## src/rtl/mlp_train_monitor_pkg.sv

```systemverilog
`default_nettype none
// ============================================================================
// Module  : mlp_train_monitor_pkg
// Brief   : Shared fixed-point type, thresholds, monitor state encoding and
//           saturating sfp helpers for the MLP training monitor.
// Revision: 1.0  initial release
// ============================================================================
package mlp_train_monitor_pkg;

    // Signed Q8.8 fixed point.
    typedef logic signed [15:0] sfp;

    localparam sfp HALF    = 16'sh0080;
    localparam sfp ONE     = 16'sh0100;
    localparam sfp SFP_MAX = 16'sh7FFF;
    localparam sfp SFP_MIN = 16'sh8000;

    typedef enum logic [1:0] {
        TRAIN = 2'd0,
        CONV  = 2'd1,
        TMO   = 2'd2
    } monitor_state_e;

    // |a - b| computed one bit wider so extreme operands clamp instead of wrapping.
    function automatic sfp sfp_abs_diff(input sfp a, input sfp b);
        logic signed [16:0] d;
        d = 17'(a) - 17'(b);
        if (d < 0) d = -d;
        if (d > 17'sd32767) return SFP_MAX;
        return d[15:0];
    endfunction

    function automatic sfp sfp_abs(input sfp a);
        return sfp_abs_diff(a, '0);
    endfunction

    function automatic sfp sfp_add_sat(input sfp a, input sfp b);
        logic signed [16:0] s;
        s = 17'(a) + 17'(b);
        if (s > 17'sd32767) return SFP_MAX;
        if (s < -17'sd32768) return SFP_MIN;
        return s[15:0];
    endfunction

endpackage
`default_nettype wire

```

## src/rtl/mlp_train_monitor_if.sv

```systemverilog
`default_nettype none
// ============================================================================
// Module  : mlp_train_monitor_if
// Brief   : Sample/score bundle between the training driver (master) and the
//           training monitor (slave).
// Revision: 1.0  initial release
// ============================================================================
interface mlp_train_monitor_if #(
    parameter int OUTPUTS           = 1,
    parameter int SAMPLES_PER_EPOCH = 4,
    parameter int MAX_EPOCHS        = 10
) ();
    import mlp_train_monitor_pkg::*;

    logic                                   sample_valid;
    sfp [OUTPUTS-1:0]                       prediction;
    sfp [OUTPUTS-1:0]                       expected;
    logic                                   training_en;
    logic                                   score_valid;
    logic [$clog2(SAMPLES_PER_EPOCH+1)-1:0] epoch_correct;
    logic [$clog2(MAX_EPOCHS+1)-1:0]        epoch_count;
    logic                                   converged;
    logic                                   timeout;
    logic                                   output_led;
    sfp                                     epoch_abs_err;

    modport master (
        output sample_valid, prediction, expected,
        input  training_en, score_valid, epoch_correct, epoch_count,
               converged, timeout, output_led, epoch_abs_err
    );

    modport slave (
        input  sample_valid, prediction, expected,
        output training_en, score_valid, epoch_correct, epoch_count,
               converged, timeout, output_led, epoch_abs_err
    );

endinterface
`default_nettype wire

```

## src/rtl/mlp_train_monitor_sample_grader.sv

```systemverilog
`default_nettype none
// ============================================================================
// Module  : mlp_sample_grader
// Brief   : Combinational per-sample grading: HALF-threshold agreement over all
//           outputs, plus summed |prediction-expected| when
//           MLP_MONITOR_ABS_ERR_EN is defined.
// Revision: 1.0  initial release
// ============================================================================
module mlp_sample_grader
    import mlp_train_monitor_pkg::*;
#(
    parameter int OUTPUTS = 1
) (
    input  sfp [OUTPUTS-1:0] i_prediction,
    input  sfp [OUTPUTS-1:0] i_expected,
    output logic             o_correct
`ifdef MLP_MONITOR_ABS_ERR_EN
    ,
    output sfp               o_abs_err
`endif
);

    always_comb begin
        o_correct = 1'b1;
`ifdef MLP_MONITOR_ABS_ERR_EN
        o_abs_err = '0;
`endif
        for (int i = 0; i < OUTPUTS; i++) begin
            // Strictly greater: a value sitting exactly on HALF grades as 0.
            if ((sfp'(i_prediction[i]) > HALF) != (sfp'(i_expected[i]) > HALF))
                o_correct = 1'b0;
`ifdef MLP_MONITOR_ABS_ERR_EN
            o_abs_err = sfp_add_sat(o_abs_err,
                                    sfp_abs_diff(sfp'(i_prediction[i]), sfp'(i_expected[i])));
`endif
        end
    end

endmodule
`default_nettype wire

```

## src/rtl/mlp_train_monitor.sv

```systemverilog
`default_nettype none
// ============================================================================
// Module  : mlp_train_monitor
// Brief   : Per-epoch accuracy scoring and convergence/timeout decision for the
//           MLP training loop. Optional abs-error sum: MLP_MONITOR_ABS_ERR_EN.
// Revision: 1.0  initial release
// ============================================================================
module mlp_train_monitor
    import mlp_train_monitor_pkg::*;
#(
    parameter int OUTPUTS           = 1,
    parameter int SAMPLES_PER_EPOCH = 4,
    parameter int MAX_EPOCHS        = 10,
    parameter int CLEAN_EPOCHS      = 2
) (
    input  logic              clk,
    input  logic              rst,
    mlp_train_monitor_if.slave mon
);

    localparam int c_ec_w  = $clog2(SAMPLES_PER_EPOCH + 1);
    localparam int c_epc_w = $clog2(MAX_EPOCHS + 1);
    localparam int c_cr_w  = $clog2(CLEAN_EPOCHS + 1);

    localparam logic [c_ec_w-1:0]  c_last_idx = c_ec_w'(SAMPLES_PER_EPOCH - 1);
    localparam logic [c_ec_w-1:0]  c_full     = c_ec_w'(SAMPLES_PER_EPOCH);
    localparam logic [c_epc_w-1:0] c_max_ep   = c_epc_w'(MAX_EPOCHS);
    localparam logic [c_cr_w-1:0]  c_clean    = c_cr_w'(CLEAN_EPOCHS);

    monitor_state_e     r_state, w_state_next;
    logic [c_ec_w-1:0]  r_idx;
    logic [c_ec_w-1:0]  r_run_cnt, w_run_next;
    logic [c_ec_w-1:0]  r_epoch_correct;
    logic [c_cr_w-1:0]  r_clean_run, w_clean_next;
    logic [c_epc_w-1:0] r_epoch_count, w_epoch_count_next;
    logic               r_score_valid;
    logic               r_led;
    logic               w_correct;
    logic               w_scoring;
    logic               w_epoch_end;
`ifdef MLP_MONITOR_ABS_ERR_EN
    sfp                 w_sample_err;
    sfp                 r_abs_acc;
    sfp                 r_abs_err;
`endif

    mlp_sample_grader #(
        .OUTPUTS (OUTPUTS)
    ) u_grader (
        .i_prediction (mon.prediction),
        .i_expected   (mon.expected),
        .o_correct    (w_correct)
`ifdef MLP_MONITOR_ABS_ERR_EN
        ,
        .o_abs_err    (w_sample_err)
`endif
    );

    always_comb begin
        w_state_next       = r_state;
        w_scoring          = (r_state == TRAIN) && mon.sample_valid;
        w_epoch_end        = w_scoring && (r_idx == c_last_idx);
        w_run_next         = r_run_cnt + c_ec_w'(w_correct);
        w_clean_next       = (w_run_next == c_full) ? r_clean_run + c_cr_w'(1) : '0;
        w_epoch_count_next = r_epoch_count + c_epc_w'(1);
        // Convergence is tested first so it wins when both land on one epoch.
        if (w_epoch_end) begin
            if (w_clean_next == c_clean)
                w_state_next = CONV;
            else if (w_epoch_count_next == c_max_ep)
                w_state_next = TMO;
        end
    end

    always_ff @(posedge clk) begin
        if (rst) begin
            r_state         <= TRAIN;
            r_idx           <= '0;
            r_run_cnt       <= '0;
            r_epoch_correct <= '0;
            r_clean_run     <= '0;
            r_epoch_count   <= '0;
            r_score_valid   <= 1'b0;
            r_led           <= 1'b0;
        end else begin
            r_state       <= w_state_next;
            r_score_valid <= w_epoch_end;
            if (mon.sample_valid)
                r_led <= sfp'(mon.prediction[0]) > HALF;
            if (w_scoring) begin
                if (w_epoch_end) begin
                    r_idx           <= '0;
                    r_run_cnt       <= '0;
                    r_epoch_correct <= w_run_next;
                    r_clean_run     <= w_clean_next;
                    r_epoch_count   <= w_epoch_count_next;
                end else begin
                    r_idx     <= r_idx + c_ec_w'(1);
                    r_run_cnt <= w_run_next;
                end
            end
        end
    end

`ifdef MLP_MONITOR_ABS_ERR_EN
    always_ff @(posedge clk) begin
        if (rst) begin
            r_abs_acc <= '0;
            r_abs_err <= '0;
        end else if (w_scoring) begin
            if (w_epoch_end) begin
                r_abs_err <= sfp_add_sat(r_abs_acc, w_sample_err);
                r_abs_acc <= '0;
            end else begin
                r_abs_acc <= sfp_add_sat(r_abs_acc, w_sample_err);
            end
        end
    end

    assign mon.epoch_abs_err = r_abs_err;
`else
    assign mon.epoch_abs_err = '0;
`endif

    assign mon.training_en   = (r_state == TRAIN);
    assign mon.converged     = (r_state == CONV);
    assign mon.timeout       = (r_state == TMO);
    assign mon.score_valid   = r_score_valid;
    assign mon.epoch_correct = r_epoch_correct;
    assign mon.epoch_count   = r_epoch_count;
    assign mon.output_led    = r_led;

endmodule
`default_nettype wire

```

## src/flat_wrapper.sv

```systemverilog
// flat-port wrapper written by rule: the top's interface ports become plain ports
module mlp_train_monitor_flat import mlp_train_monitor_pkg::*;
#(
    parameter int OUTPUTS           = 1,
    parameter int SAMPLES_PER_EPOCH = 4,
    parameter int MAX_EPOCHS        = 10,
    parameter int CLEAN_EPOCHS      = 2
)
  (clk, rst, mon_sample_valid, mon_prediction, mon_expected, mon_training_en, mon_score_valid, mon_epoch_correct, mon_epoch_count, mon_converged, mon_timeout, mon_output_led, mon_epoch_abs_err);
  mlp_train_monitor_if #(.OUTPUTS(OUTPUTS), .SAMPLES_PER_EPOCH(SAMPLES_PER_EPOCH), .MAX_EPOCHS(MAX_EPOCHS)) mon_i ();
  input  logic clk;
  input  logic rst;
  input wire logic [$bits(mon_i.sample_valid)-1:0] mon_sample_valid;
  input wire logic [$bits(mon_i.prediction)-1:0] mon_prediction;
  input wire logic [$bits(mon_i.expected)-1:0] mon_expected;
  output wire logic [$bits(mon_i.training_en)-1:0] mon_training_en;
  output wire logic [$bits(mon_i.score_valid)-1:0] mon_score_valid;
  output wire logic [$bits(mon_i.epoch_correct)-1:0] mon_epoch_correct;
  output wire logic [$bits(mon_i.epoch_count)-1:0] mon_epoch_count;
  output wire logic [$bits(mon_i.converged)-1:0] mon_converged;
  output wire logic [$bits(mon_i.timeout)-1:0] mon_timeout;
  output wire logic [$bits(mon_i.output_led)-1:0] mon_output_led;
  output wire logic [$bits(mon_i.epoch_abs_err)-1:0] mon_epoch_abs_err;
  assign mon_i.sample_valid = mon_sample_valid;
  assign mon_i.prediction = mon_prediction;
  assign mon_i.expected = mon_expected;
  assign mon_training_en = mon_i.training_en;
  assign mon_score_valid = mon_i.score_valid;
  assign mon_epoch_correct = mon_i.epoch_correct;
  assign mon_epoch_count = mon_i.epoch_count;
  assign mon_converged = mon_i.converged;
  assign mon_timeout = mon_i.timeout;
  assign mon_output_led = mon_i.output_led;
  assign mon_epoch_abs_err = mon_i.epoch_abs_err;
  mlp_train_monitor #(.OUTPUTS(OUTPUTS), .SAMPLES_PER_EPOCH(SAMPLES_PER_EPOCH), .MAX_EPOCHS(MAX_EPOCHS), .CLEAN_EPOCHS(CLEAN_EPOCHS)) u_core (.clk(clk), .rst(rst), .mon(mon_i));
endmodule
```

## config.mk

```make
export PLATFORM = sky130hd
export DESIGN_NAME = mlp_train_monitor_flat
export DESIGN_NICKNAME = d
export VERILOG_FILES = /design/src/rtl/mlp_train_monitor_pkg.sv /design/src/rtl/mlp_train_monitor_if.sv /design/src/rtl/mlp_train_monitor_sample_grader.sv /design/src/rtl/mlp_train_monitor.sv /design/src/flat_wrapper.sv
export SDC_FILE = /design/constraint.sdc
export NUM_CORES = 1
export LEC_CHECK = 0
export ABC_AREA = 1
export BUFFER_PORTS_ARGS = -buffer_cell sky130_fd_sc_hd__buf_2
export CAP_MARGIN = 20
export CORE_ASPECT_RATIO = 0.75
export CORE_UTILIZATION = 44
export CTS_CLUSTER_SIZE = 28
export DETAILED_ROUTE_END_ITERATION = 8
export GPL_ROUTABILITY_DRIVEN = 0
export PLACE_DENSITY = 0.81
export SYNTH_ARGS = -nofsm -noshare
export SYNTH_HDL_FRONTEND = slang
export SYNTH_SLANG_ARGS = --single-unit
```

## constraint.sdc

```tcl
create_clock -name clk -period 2.1 [get_ports clk]
set_input_delay 0.21 -clock clk [delete_from_list [all_inputs] [get_ports clk]]
set_output_delay 0.21 -clock clk [all_outputs]
set_load 0.01 [all_outputs]
```

==> results of run 1 <==
## power by group through the flow
stage | Combinational [µW] | Clock (µW) | Sequential (µW)
after CTS | 128 | 197 | 381
after floorplan | 99.5 | 0 | 390
after global placement | 124 | 0 | 389
after detailed placement | 127 | 0 | 389
final | 127 | 189 | 381
after global routing | 146 | 213 | 383
## critical path, stage by stage
cell and delay, ns:
sky130_fd_sc_hd__buf_2 0.10, sky130_fd_sc_hd__nor2_1 0.09, sky130_fd_sc_hd__nand2_1 0.06, sky130_fd_sc_hd__nor2_1 0.16
sky130_fd_sc_hd__inv_1 0.07, sky130_fd_sc_hd__nor2_1 0.08, sky130_fd_sc_hd__nor2_1 0.05, sky130_fd_sc_hd__nand2_1 0.05
sky130_fd_sc_hd__nand2_1 0.05, sky130_fd_sc_hd__ha_1 0.18, sky130_fd_sc_hd__ha_1 0.19, sky130_fd_sc_hd__xor2_1 0.23
sky130_fd_sc_hd__and2_1 0.23, sky130_fd_sc_hd__nand3_2 0.10, sky130_fd_sc_hd__nand2_1 0.07, sky130_fd_sc_hd__nor2_1 0.04
## sequential cells by signal, indices dropped and copies added, names as in the netlist
signal / cells
u_core.r_clean_run: 2
u_core.mon.score_valid: 1
u_core.r_idx: 3
u_core.mon.epoch_correct: 3
u_core.r_run_cnt: 3
u_core.mon.epoch_count: 4
u_core.r_state: 2
u_core.mon.output_led: 1
## logic make-up after synthesis
family | after synthesis | share of synthesized area (%)
other cells | 1 | 0.312
xor+xnor | 5 | 3.65
fa+ha+maj | 6 | 6.25
compound gates | 16 | 7.60
flops | 19 | 31.7
simple gates | 83 | 31.6
mux | 1 | 0.833
buf+inv | 36 | 18.1
## Yosys cell counts, drive strengths merged
cell type,number
mux2i,1
buf,16
nand3,10
o21ai,6
clkinv,1
nor3,1
o22ai,1
ha,6
dfxtp,19
nand2,33
xor2,4
xnor2,1
a211oi,1
nor2,38
and2,1
a21oi,8
inv,19
conb,1
## routing by layer
layer | GRT usage, % | vias up | wire length [µm]
li1 | - | 587 | -
met1 | 19.9 | 471 | 1120
met2 | 30.3 | 28 | 937
met3 | 6.31 | 5 | 120
met4 | 6.05 | 0 | 25
met5 | 0 | - | 0
## final timing paths
path | start | to | slack [ns]
max | mon_expected[15] | u_core.r_state[1]$_SDFFE_PP0P_ | 0.35
max reg2reg | u_core.r_run_cnt[0]$_SDFFE_PP0P_ | u_core.r_state[1]$_SDFFE_PP0P_ | 0.60
min | mon_sample_valid | u_core.mon.output_led$_SDFFE_PP0P_ | 0.13
min reg2reg | u_core.mon.epoch_correct[2]$_SDFFE_PP0P_ | u_core.mon.epoch_correct[2]$_SDFFE_PP0P_ | 0.47
## stage by stage
step	setup WS, ns	hold slack [ns]	cell area [µm²]	total power, µW	instances
after global routing	0.131	0.128	1440	742	252
after global placement	0.148	0.451	1410	513	248
final	0.351	0.134	1440	698	252
after floorplan	0.352	0.272	1260	489	182
after CTS	0.365	0.128	1440	706	252
after detailed placement	0.0407	0.455	1410	517	248
## layout make-up
type / instances / area (µm²) / share of cell area (%)
Inverter: 20 / 97.6 / 6.78
Clock inverter: 1 / 5.00 / 0.348
Sequential cell: 19 / 380 / 26.4
Timing Repair Buffer: 46 / 230 / 16.0
Clock buffer: 3 / 22.5 / 1.56
Tap cell: 36 / 45.0 / 3.13
Multi-Input combinational cell: 127 / 659 / 45.8
==> run summary, run 1 <==
result of the run -> complete, no violations
largest voltage drop on the vdd net -> 0.000299 V
per-instance average area after synthesis -> 7.19 µm²
cell internal power dissipation -> 499 µW
net switching fraction of the power -> 28.5%
areal power density over the cells -> 484 nW/µm²
clock power share -> 27.1%
final critical path time including I/O delays and setup -> 1.75 ns
Final setup viols -> 0
total routing resource utilization after global routing -> 17.1%
number of resized instances in the post-cts repair step -> 0
Worst Setup Start Kind -> input pin
number of sinks handled by clock tree synthesis -> 19
fill count -> 271
summed instance area of the synthesized netlist -> 1200 µm²
detailed-placement wirelength estimate -> 1800 µm
register share of total power -> 54.7%
initial antenna violation count -> 0
worst skew pair latency -> 0.31 ns
synth warn -> 0
most used cells in the layout excluding fill and tap cells -> sky130_fd_sc_hd__buf_2, sky130_fd_sc_hd__nor2_1, sky130_fd_sc_hd__nand2_1, sky130_fd_sc_hd__dfxtp_1
number of distinct library cells after synthesis -> 27
Clock Root Buffer -> sky130_fd_sc_hd__clkbuf_4
global-route wire length before repair -> 3910 µm
kind of path behind the tightest hold check -> in2reg
port bufs -> 46
number of cells traversed by the worst register-to-register path -> 7
critical path class -> in2reg
number of CTS-inserted buffers -> 3
top achievable clock speed -> 572 MHz
combinational share of power -> 18.2%
post-detailed-route via-to-cell ratio -> 4.33
number of global-route vias before repair -> 945
maximum number of pins on one net before global-route repair -> 12
Post-CTS Setup Bufs -> 0
Max H-tree Level -> 1
count of nets after finishing -> 258
Hold Buf Count CTS -> 0
post-route antenna net violation count -> 0
capturing element type of the critical path -> register
crit-path max FO -> 3
die outline height -> 47.3 µm
hold violation total from the final report -> 0
Row Count -> 16
power spent charging and discharging nets -> 199 µW
effective utilization at floorplan -> 46.2%
CP arrival -> 1.95 ns
Worst Hold Depth -> 2
Critical Path RT -> 2.31 ns
Ant. Diodes -> 0
post-route clock skew -> 0.0115 ns
buffer levels on the longest clock path -> 2
total I/O pin count -> 63
WL/cell -> 8.75 µm
area of the core -> 2600 µm²
Total Neg Setup Slack -> 0 ns
x dimension of the die -> 62.3 µm
core utilization of the finished layout -> 55.3%
cell types with the largest area share after synthesis -> sky130_fd_sc_hd__dfxtp_1, sky130_fd_sc_hd__nor2_1, sky130_fd_sc_hd__buf_4
max-slew violation count -> 0
full die area -> 2950 µm²
iteration count of the initial detailed-routing pass -> 4
most common cell after layout, fill and taps aside -> sky130_fd_sc_hd__buf_2
DRT Wirelength -> 2210 µm
dominant cell type by area after synthesis -> sky130_fd_sc_hd__dfxtp_1
Iteration-0 DRC Markers -> 49
# Max-Cap Violations -> 0
Synth Instances -> 167
drt drc -> 0
TritonCTS clock tree -> yes
total leakage power -> 0.000766 µW
fin crit share -> 83.3%
flip-flop and latch count after synthesis -> 19
remaining global-route overflow -> 0
clock-pin slew on the worst setup and hold paths -> 0.11 ns
layout cells sized above 1 -> 28.7%
fraction of the yosys area taken by sequential cells -> 31.7%
Area Overhead vs Synth -> 19.9%
fraction of post-synthesis cell area in the top cell type by area -> 31.7%
unrepaired setup endpoints after global routing -> false
via total after detailed routing -> 1091
(Power assumes the default switching activity.)
==> run 2: changes to the inputs <==
- CORE_UTILIZATION: 44 -> 40
- PLACE_DENSITY: 0.81 -> 0.78
- clock period: 2.1 -> 1.6 ns (I/O delays scaled with it)
==> run 2 against run 1 <==
Compared with the run above: clock skew fell by 0.0093 ns; utilization rose by 8.2 points; largest cell class unchanged; highest routed layer unchanged; flip-flop and latch count did not move; cell count rose by 3.2%; critical path type unchanged; hold slack got worse by 0.0071 ns.
==> run summary, run 2 (synthesis gave the netlist of run 1 again) <==
result of the run -> complete, no violations
top achievable clock speed -> 643 MHz
Row Count -> 16
Total Neg Setup Slack -> 0 ns
Crit. Startpoint -> mon_expected[4]
Crit path largest cell delay -> 0.19 ns
DRT Wirelength -> 2620 µm
Max H-tree Level -> 1
Area Overhead vs Synth -> 44.0%
core utilization of the finished layout -> 63.5%
unrepaired setup endpoints after global routing -> true
remaining global-route overflow -> 0
register share of total power -> 46.7%
port bufs -> 46
detailed-placement wirelength estimate -> 1920 µm
combinational share of power -> 22.4%
crit-path max FO -> 3
most common cell after layout, fill and taps aside -> sky130_fd_sc_hd__buf_2
capturing element type of the critical path -> register
crit path cell chain -> buf_2 > nor2_4 > buf_6 > nand3_2 > nor2_1 > nand2_1 > nand3_1 > nand2_1 > nand2_1 > ha_2 > ha_4 > nor2_1 > and2_4 > nand3_4 > nand2_2 > nor2_2
net switching fraction of the power -> 27.1%
via total after detailed routing -> 1171
x dimension of the die -> 65.3 µm
area of the core -> 2720 µm²
WL/cell -> 10.1 µm
total leakage power -> 0.000843 µW
Clock Root Buffer -> sky130_fd_sc_hd__clkbuf_8
total routing resource utilization after global routing -> 16.6%
TritonCTS clock tree -> yes
fin crit share -> 97.2%
effective utilization at floorplan -> 44.1%
max-slew violation count -> 0
flip-flop count of the largest register, all copies and words added -> 4
post-detailed-route via-to-cell ratio -> 4.50
Worst Setup Start Kind -> input pin
capture point of the critical path -> u_core.r_state[1]$_SDFFE_PP0P_
worst reg2reg startpoint -> u_core.r_idx[0]$_SDFFE_PP0P_
full die area -> 3230 µm²
drt drc -> 0
library cell contributing the largest single delay on the critical path -> sky130_fd_sc_hd__ha_4
layout cells sized above 1 -> 44.6%
hold_ws -> 0.127 ns
hold violation total from the final report -> 0
CP arrival -> 1.71 ns
number of global-route vias before repair -> 1005
Final setup viols -> 0
initial antenna violation count -> 0
post-route clock skew -> 0.00223 ns
global-route wire length before repair -> 4110 µm
largest voltage drop on the vdd net -> 0.000436 V
number of cells traversed by the worst register-to-register path -> 8
final critical path time including I/O delays and setup -> 1.56 ns
worst skew pair latency -> 0.26 ns
clock-pin slew on the worst setup and hold paths -> 0.07 ns
iteration count of the initial detailed-routing pass -> 4
clock power share -> 31.0%
areal power density over the cells -> 623 nW/µm²
Critical Path RT -> 1.76 ns
post-route antenna net violation count -> 0
critical path class -> in2reg
Ant. Diodes -> 0
setup slack on the worst flop-to-flop path -> 0.27 ns
count of nets after finishing -> 266
kind of path behind the tightest hold check -> in2reg
Cell Count, Final, Fillers Out -> 260
Post-Layout Inst Area -> 1730 µm²
dpl cells -> 255
total I/O pin count -> 63
die outline height -> 49.5 µm
# Max-Cap Violations -> 0
maximum number of pins on one net before global-route repair -> 11
cell internal power dissipation -> 785 µW
CP dominant cell by count -> sky130_fd_sc_hd__nand2_1
number of CTS-inserted buffers -> 3
power spent charging and discharging nets -> 292 µW
fill count -> 231
Crit Reg-Reg Endpoint -> u_core.mon.epoch_count[3]$_SDFFE_PP0P_
most used cells in the layout excluding fill and tap cells -> sky130_fd_sc_hd__buf_2, sky130_fd_sc_hd__nor2_1, sky130_fd_sc_hd__nand2_1, sky130_fd_sc_hd__dfxtp_1, sky130_fd_sc_hd__conb_1
buffer levels on the longest clock path -> 2
Iteration-0 DRC Markers -> 33
number of sinks handled by clock tree synthesis -> 19
placed standard-cell area -> 1510 µm²
==> run 2: area by class of cell <==
type | instances | area (µm²) | share of cell area, %
flip-flops and latches | 19 | 380 | 22.0
repair buffers | 54 | 357 | 20.6
clock buffers | 4 | 45.0 | 2.60
well taps | 36 | 45.0 | 2.60
multi-input cells | 127 | 805 | 46.5
inverters | 20 | 97.6 | 5.64
==> run 2: critical path, delay by kind of cell <==
family	cells	cell delay, ns
fa+ha+maj	2	0.37
buf+inv	2	0.21
simple gates	12	0.96
==> run 2: routing by layer <==
layer / wire [µm] / global-route usage (%) / vias up
met3: 136 / 4.86 / 7
met1: 1150 / 20.5 / 519
met4: 57 / 6.52 / 0
met5: 0 / 0 / -
li1: - / - / 606
met2: 1280 / 26.8 / 39
==> run 2: how the worst min path moves through the flow <==
stage	slack, ns	startpoint	endpoint	depth (start not counted)
floorplan	0.22	rst	u_core.r_state[0]$_SDFFE_PP0P_	1
finish	0.13	mon_sample_valid	u_core.mon.output_led$_SDFFE_PP0P_	2
global route	0.13	mon_sample_valid	u_core.mon.output_led$_SDFFE_PP0P_	2
CTS	0.13	mon_sample_valid	u_core.mon.output_led$_SDFFE_PP0P_	2
global placement	0.40	mon_sample_valid	u_core.mon.output_led$_SDFFE_PP0P_	2
detailed placement	0.40	mon_sample_valid	u_core.mon.output_led$_SDFFE_PP0P_	2
==> run 2: through the flow <==
| stage | total power (µW) | worst slack, ns |
|---|---|---|
| after floorplan | 651 | -0.0172 |
| after detailed placement | 710 | -0.235 |
| after global placement | 706 | -0.234 |
| after global routing | 1140 | -0.0760 |
| final | 1080 | 0.0449 |
| after CTS | 1040 | 0.0417 |
==> run 2: what timing repair did <==
item | in CTS | in global routing
endpoints found under the setup margin | 0 | 6
buffers inserted | 0 | 1
hold buffers | 0 | 0
resized for setup | 0 | 43
==> run 2: power groups by stage <==
| stage | combinational, µW | clock, µW | sequential (µW) |
|---|---|---|---|
| floorplan | 139 | 0 | 513 |
| global placement | 193 | 0 | 513 |
| detailed placement | 197 | 0 | 513 |
| CTS | 197 | 342 | 502 |
| global route | 267 | 367 | 504 |
| finish | 241 | 333 | 503 |
